--- config.mk ---
export PLATFORM = sky130hd
export DESIGN_NAME = uart_tx_fifo_drain_flat
export DESIGN_NICKNAME = d
export VERILOG_FILES = /design/src/rtl/uart_tx_fifo_drain_if.sv /design/src/rtl/uart_tx_fifo_drain.sv /design/src/flat_wrapper.sv
export SDC_FILE = /design/constraint.sdc
export NUM_CORES = 1
export LEC_CHECK = 0
export BUFFER_PORTS_ARGS = -buffer_cell sky130_fd_sc_hd__buf_2
export CAP_MARGIN = 20
export CELL_PAD_IN_SITES_DETAIL_PLACEMENT = 2
export CELL_PAD_IN_SITES_GLOBAL_PLACEMENT = 2
export CORE_MARGIN = 2
export CORE_UTILIZATION = 36
export DETAILED_ROUTE_END_ITERATION = 8
export PLACE_DENSITY = 0.84
export SLEW_MARGIN = 20
export SYNTH_ARGS = -nofsm -noshare
export SYNTH_HDL_FRONTEND = slang
export SYNTH_SLANG_ARGS = --single-unit
--- constraint.sdc ---
create_clock -name CLK -period 2.53 [get_ports CLK]
set_clock_uncertainty 0.2 [all_clocks]
set_input_delay 0.253 -clock CLK [delete_from_list [all_inputs] [get_ports CLK]]
set_output_delay 0.253 -clock CLK [all_outputs]
set_load 0.1 [all_outputs]
--- src/rtl/uart_tx_fifo_drain_if.sv ---
// Fifo read port plus serial-side status of the UART drain transmitter.
// The master modport is the transmitter; the slave modport is the fifo/observer side.
interface uart_tx_fifo_drain_if #(
  parameter int data_width = 8
);
  logic                  FIFO_EMPTY;
  logic [data_width-1:0] FIFO_RDAT;
  logic                  FIFO_RDAT_EN;
  logic                  FIFO_REN;
  logic                  TXD;
  logic                  BUSY;
  logic                  TX_DONE;

  modport master (
    input  FIFO_EMPTY, FIFO_RDAT, FIFO_RDAT_EN,
    output FIFO_REN, TXD, BUSY, TX_DONE
  );

  modport slave (
    output FIFO_EMPTY, FIFO_RDAT, FIFO_RDAT_EN,
    input  FIFO_REN, TXD, BUSY, TX_DONE
  );
endinterface

--- src/rtl/uart_tx_fifo_drain.sv ---
// UART transmitter draining a TX fifo: pops one character at a time and
// serialises it LSB first with optional parity and 1 or 2 stop bits.
module uart_tx_fifo_drain #(
  parameter int data_width = 8,
  parameter int clk_div    = 104,
  parameter int parity     = 0,
  parameter int stop_bits  = 1
) (
  input  logic                   CLK,
  input  logic                   RESET,
  uart_tx_fifo_drain_if.master   bus
);
  localparam int BW = $clog2(clk_div);
  localparam int CW = $clog2(data_width + 1);
  localparam logic [BW-1:0] BAUD_LAST = BW'(clk_div - 1);
  localparam logic [BW-1:0] BAUD_PRE  = BW'(clk_div - 2);
  localparam logic [CW-1:0] BITS_LAST = CW'(data_width);
  localparam logic [CW-1:0] STOP_LAST = CW'(stop_bits - 1);
  localparam logic          ODD       = (parity == 2);

  typedef enum logic [2:0] {IDLE, FETCH, START, DATA, PAR, STOP} state_t;

  state_t                state;
  logic [BW-1:0]         baud_cnt;
  logic [CW-1:0]         bit_cnt;
  logic [data_width-1:0] shreg;
  logic                  par_bit;
  logic                  txd_r;
  logic                  done_r;
  logic                  ren;
  logic                  baud_tc;

  // REN is decoded straight from IDLE so the pop lands in the first idle
  // cycle; this gives the two-cycle stop-to-start turnaround.
  assign ren         = (state == IDLE) && !bus.FIFO_EMPTY && !RESET;
  assign baud_tc     = (baud_cnt == BAUD_LAST);
  assign bus.FIFO_REN = ren;
  assign bus.BUSY    = (state != IDLE) || ren;
  assign bus.TXD     = txd_r;
  assign bus.TX_DONE = done_r;

  always_ff @(posedge CLK or posedge RESET) begin
    if (RESET) begin
      state    <= IDLE;
      baud_cnt <= '0;
      bit_cnt  <= '0;
      shreg    <= '0;
      par_bit  <= 1'b0;
      txd_r    <= 1'b1;
      done_r   <= 1'b0;
    end else begin
      done_r <= 1'b0;
      if (state inside {START, DATA, PAR, STOP})
        baud_cnt <= baud_tc ? '0 : baud_cnt + 1'b1;
      case (state)
        IDLE: begin
          baud_cnt <= '0;
          bit_cnt  <= '0;
          if (ren) state <= FETCH;
        end
        FETCH: begin
          // No data strobe means the fifo declined the pop; retry from IDLE.
          if (bus.FIFO_RDAT_EN) begin
            shreg    <= bus.FIFO_RDAT;
            par_bit  <= (^bus.FIFO_RDAT) ^ ODD;
            txd_r    <= 1'b0;
            baud_cnt <= '0;
            state    <= START;
          end else begin
            state <= IDLE;
          end
        end
        START: begin
          if (baud_tc) begin
            txd_r   <= shreg[0];
            shreg   <= shreg >> 1;
            bit_cnt <= CW'(1);
            state   <= DATA;
          end
        end
        DATA: begin
          if (baud_tc) begin
            if (bit_cnt == BITS_LAST) begin
              bit_cnt <= '0;
              if (parity != 0) begin
                txd_r <= par_bit;
                state <= PAR;
              end else begin
                txd_r <= 1'b1;
                state <= STOP;
              end
            end else begin
              txd_r   <= shreg[0];
              shreg   <= shreg >> 1;
              bit_cnt <= bit_cnt + 1'b1;
            end
          end
        end
        PAR: begin
          if (baud_tc) begin
            txd_r   <= 1'b1;
            bit_cnt <= '0;
            state   <= STOP;
          end
        end
        STOP: begin
          // Raise TX_DONE one cycle early so it is high on the final stop cycle.
          if (bit_cnt == STOP_LAST && baud_cnt == BAUD_PRE) done_r <= 1'b1;
          if (baud_tc) begin
            if (bit_cnt == STOP_LAST) state <= IDLE;
            else bit_cnt <= bit_cnt + 1'b1;
          end
        end
        default: state <= IDLE;
      endcase
    end
  end
endmodule
--- src/flat_wrapper.sv ---
// flat-port wrapper written by rule: the top's interface ports become plain ports
module uart_tx_fifo_drain_flat 
#(
  parameter int data_width = 8,
  parameter int clk_div    = 104,
  parameter int parity     = 0,
  parameter int stop_bits  = 1
)
  (CLK, RESET, bus_FIFO_EMPTY, bus_FIFO_RDAT, bus_FIFO_RDAT_EN, bus_FIFO_REN, bus_TXD, bus_BUSY, bus_TX_DONE);
  uart_tx_fifo_drain_if #(.data_width(data_width)) bus_i ();
  input  logic CLK;
  input  logic RESET;
  input wire logic [$bits(bus_i.FIFO_EMPTY)-1:0] bus_FIFO_EMPTY;
  input wire logic [$bits(bus_i.FIFO_RDAT)-1:0] bus_FIFO_RDAT;
  input wire logic [$bits(bus_i.FIFO_RDAT_EN)-1:0] bus_FIFO_RDAT_EN;
  output wire logic [$bits(bus_i.FIFO_REN)-1:0] bus_FIFO_REN;
  output wire logic [$bits(bus_i.TXD)-1:0] bus_TXD;
  output wire logic [$bits(bus_i.BUSY)-1:0] bus_BUSY;
  output wire logic [$bits(bus_i.TX_DONE)-1:0] bus_TX_DONE;
  assign bus_i.FIFO_EMPTY = bus_FIFO_EMPTY;
  assign bus_i.FIFO_RDAT = bus_FIFO_RDAT;
  assign bus_i.FIFO_RDAT_EN = bus_FIFO_RDAT_EN;
  assign bus_FIFO_REN = bus_i.FIFO_REN;
  assign bus_TXD = bus_i.TXD;
  assign bus_BUSY = bus_i.BUSY;
  assign bus_TX_DONE = bus_i.TX_DONE;
  uart_tx_fifo_drain #(.data_width(data_width), .clk_div(clk_div), .parity(parity), .stop_bits(stop_bits)) u_core (.CLK(CLK), .RESET(RESET), .bus(bus_i));
endmodule
==> key figures <==
Worst setup path
  – WP data required: 2.08 ns
  – Critical path endpoint category: output port
  – Critical path start-end classification: flop to output port
  – Register-to-register setup slack: 0.23 ns
  – Startpoint class of the critical path: flop
  – Largest driver fanout on the critical path: 7
  – Capturing point of the worst reg2reg path: u_core.bit_cnt[3]
  – Worst path arrival time: 1.87 ns
  – Number of cells on the worst reg-to-reg path: 6
  – Critical R2R Launch: u_core.state[1]

Floorplanning
  – I/O Pins: 16
  – Die X-Extent: 67.9 µm
  – Die area: 4610 µm²
  – Initial core utilization: 37.0%
  – Overall die height: 67.9 µm
  – Number of placement rows: 23
  – Core Box Area: 3970 µm²

STA
  – Number of pins with negative max-slew slack in the final report: 0
  – Final period utilization: 91.8%
  – Worst hold margin: 0.0390 ns
  – # setup viols final: 0
  – Final setup margin: 0.208 ns
  – Unrepaired setup endpoints after global routing: no
  – Post-Route Setup TNS: 0 ns
  – Hold Violations, Final: 0
  – Final Critical Period: 2.32 ns
  – Slew HR: 67.1%
  – Worst Max-Slew Pin Slew: 0.497 ns
  – Highest clock rate: 431 MHz

Power
  – VDD IR-drop max: 0.541 mV
  – Power density over the cells: 1100 nW/µm²
  – Static Leakage: 0.749 nW
  – Total chip power: 1.83 mW

CTS
  – Buffers inserted by post-CTS timing repair: 0
  – CTS tree: built
  – Insertion delay of the later-clocked pin in the worst-skew pair: 0.27 ns
  – Number of buffers added by the clock tree synthesis step: 3
  – Number of sinks driven by the clock tree: 24
  – Clock Tree Root: clkbuf_8
  – Buffers from clock root to sink, at most: 2
  – Number of H-tree branching levels: 1
  – Clock edge transition at the registers on the reported setup and hold paths: 0.08 ns

Yosys
  – Synth Warn #: 0
  – Post-Syn Instances: 153
  – Share of flip-flops with an asynchronous set or reset: 100%
  – Unique masters post-synth: 47
  – Most frequently used flop master after synthesis: dfrtp_1
  – Share of synthesized area occupied by flip-flops and latches: 40.9%
  – Netlist area before placement: 1470 µm²
  – Number of flip-flops and latches in the synthesized netlist: 24
  – Mean instance size in the synthesized netlist: 9.61 µm²
  – Area share of the largest cell type after synthesis: 39.1%
  – Top cells by area in the synthesized netlist: dfrtp_1 (39%), nor2_1 (5.9%), ha_1 (5.1%), mux2i_1 (4.8%), a21oi_1 (3.4%)
  – Synth area leader: dfrtp_1
  – Count of flip-flops with a built-in enable after synthesis: 0
  – Post-synth net total: 171

Route
  – Number of violations reported at the end of detailed-routing iteration 0: 35
  – Final wirelength: 3800 µm
  – Remaining DRCs: 0
  – Initial DRT Pass Iterations: 4
  – Detail-routed via count per cell: 5.45
  – Post-DR wirelength/cell: 17.1 µm
  – Detail Route Antenna Nets: 0
  – Via count of the routed design: 1209

Final layout
  – Nets: 191
  – Synthesis-to-finish area growth: 12.9%
  – Post-route cell area: 1660 µm²
  – Diodes inserted: 0
  – Share of cells above drive strength 1: 22.1%
  – Most frequent cells in the layout: nor2_1 (23), dfrtp_1 (23), buf_2 (15)

Global route
  – Total gr overflow: 0
  – Vias in the first global route: 1369
  – Wire length of the first global-routing pass: 6670 µm
  – Maximum number of pins on one net before global-route repair: 25
  – Antenna violations before repair: 0
  – Total routing usage reported by global routing: 19.5%

Min path
  – Hold_sp: bus_FIFO_RDAT[7]
  – Hold Path Stages: 3
  – Hold/Removal Path Class: input pin to flop
  – Worst hold endpoint: u_core.shreg[7]

Job
  – Total of max-cap violations: 0

Placed design
  – Worst-case setup slack after placement: 0.236 ns
  – Final RePlAce weighted congestion: 0.799
  – Estimated wirelength of the detail-placed design: 2890 µm
  – Quantity of I/O buffers inserted on ports: 15
  – DP Area: 1610 µm²

Status
  – Status: completed
repair_timing:
action,4_1_cts,5_1_grt
hold buffers,1,0
resized for setup,0,0
hold endpoints to repair,23,0
worst max path at each step:
stage	start	to	slack (ns)	cells past startpoint
after floorplan	u_core.state[0]	bus_FIFO_REN	0.01	3
after global placement	u_core.state[1]	u_core.bit_cnt[3]	0.40	6
after detailed placement	u_core.state[1]	u_core.bit_cnt[3]	0.24	6
after CTS	u_core.state[2]	bus_FIFO_REN	0.20	4
after global routing	u_core.state[2]	bus_FIFO_REN	0.05	4
final	u_core.state[2]	bus_FIFO_REN	0.21	4
registers in the layout (all words and copies together), names as in the netlist:
name / flops
u_core.baud_cnt: 7
u_core.bit_cnt: 4
u_core.bus.TXD: 1
u_core.bus.TX_DONE: 1
u_core.shreg: 8
u_core.state: 3
kinds of logic after synthesis:
group           Yosys count  synth area share, %
compound gates           36                 17.7
buf+inv                  16                 5.87
mux                       9                 6.30
fa+ha+maj                 6                 5.11
xor+xnor                  6                 3.58
flops                    24                 40.9
simple gates             56                 20.5
Yosys cell counts (2+ instances only):
cell type,number
nand4_1,2
dfrtp_1,23
inv_1,10
nor2b_1,4
nor2_1,23
nand2_1,9
ha_1,6
nand3b_1,2
a21oi_1,10
nand3_1,5
a21oi_2,2
mux2i_1,7
a211oi_1,2
o21ai_0,7
mux2_1,2
xor2_1,3
buf_4,2
a31oi_1,3
xnor2_1,3
metal layers:
metal | up-vias | global-route usage, % | share of wire (%)
met2 | 29 | 35.2 | 50
met5 | - | 0 | 0
met1 | 594 | 23.4 | 44
li1 | 577 | - | -
met3 | 9 | 2.80 | 4.2
met4 | 0 | 7.00 | 2.2
cell type report:
cell class / count / area, µm²
Sequential cell: 24 / 602
Clock buffer: 4 / 45.0
Fill cell: 451 / 2310
Timing Repair Buffer: 21 / 123
Inverter: 10 / 37.5
Tap cell: 50 / 62.6
Multi-Input combinational cell: 113 / 791
metrics by stage:
stage / utilization (%) / instances
floorplan: - / 153
global placement: 40.4 / 217
detailed placement: 40.4 / 217
CTS: 41.8 / 222
global route: 41.8 / 222
finish: 41.8 / 222
worst max-delay path, stage by stage, from the launching register on:
cell     delay [ns]
dfrtp_1        0.47
buf_4          0.20
nor3_1         0.27
nor3b_2        0.21
buf_2          0.44
power breakdown:
part	switching (mW)	leakage, nW	total [mW]	internal [mW]
sequential	0.122	0.297	0.638	0.516
combinational	0.594	0.429	0.955	0.361
clock	0.128	0.0228	0.240	0.113
No activity file was read; power rests on OpenSTA's default activity.
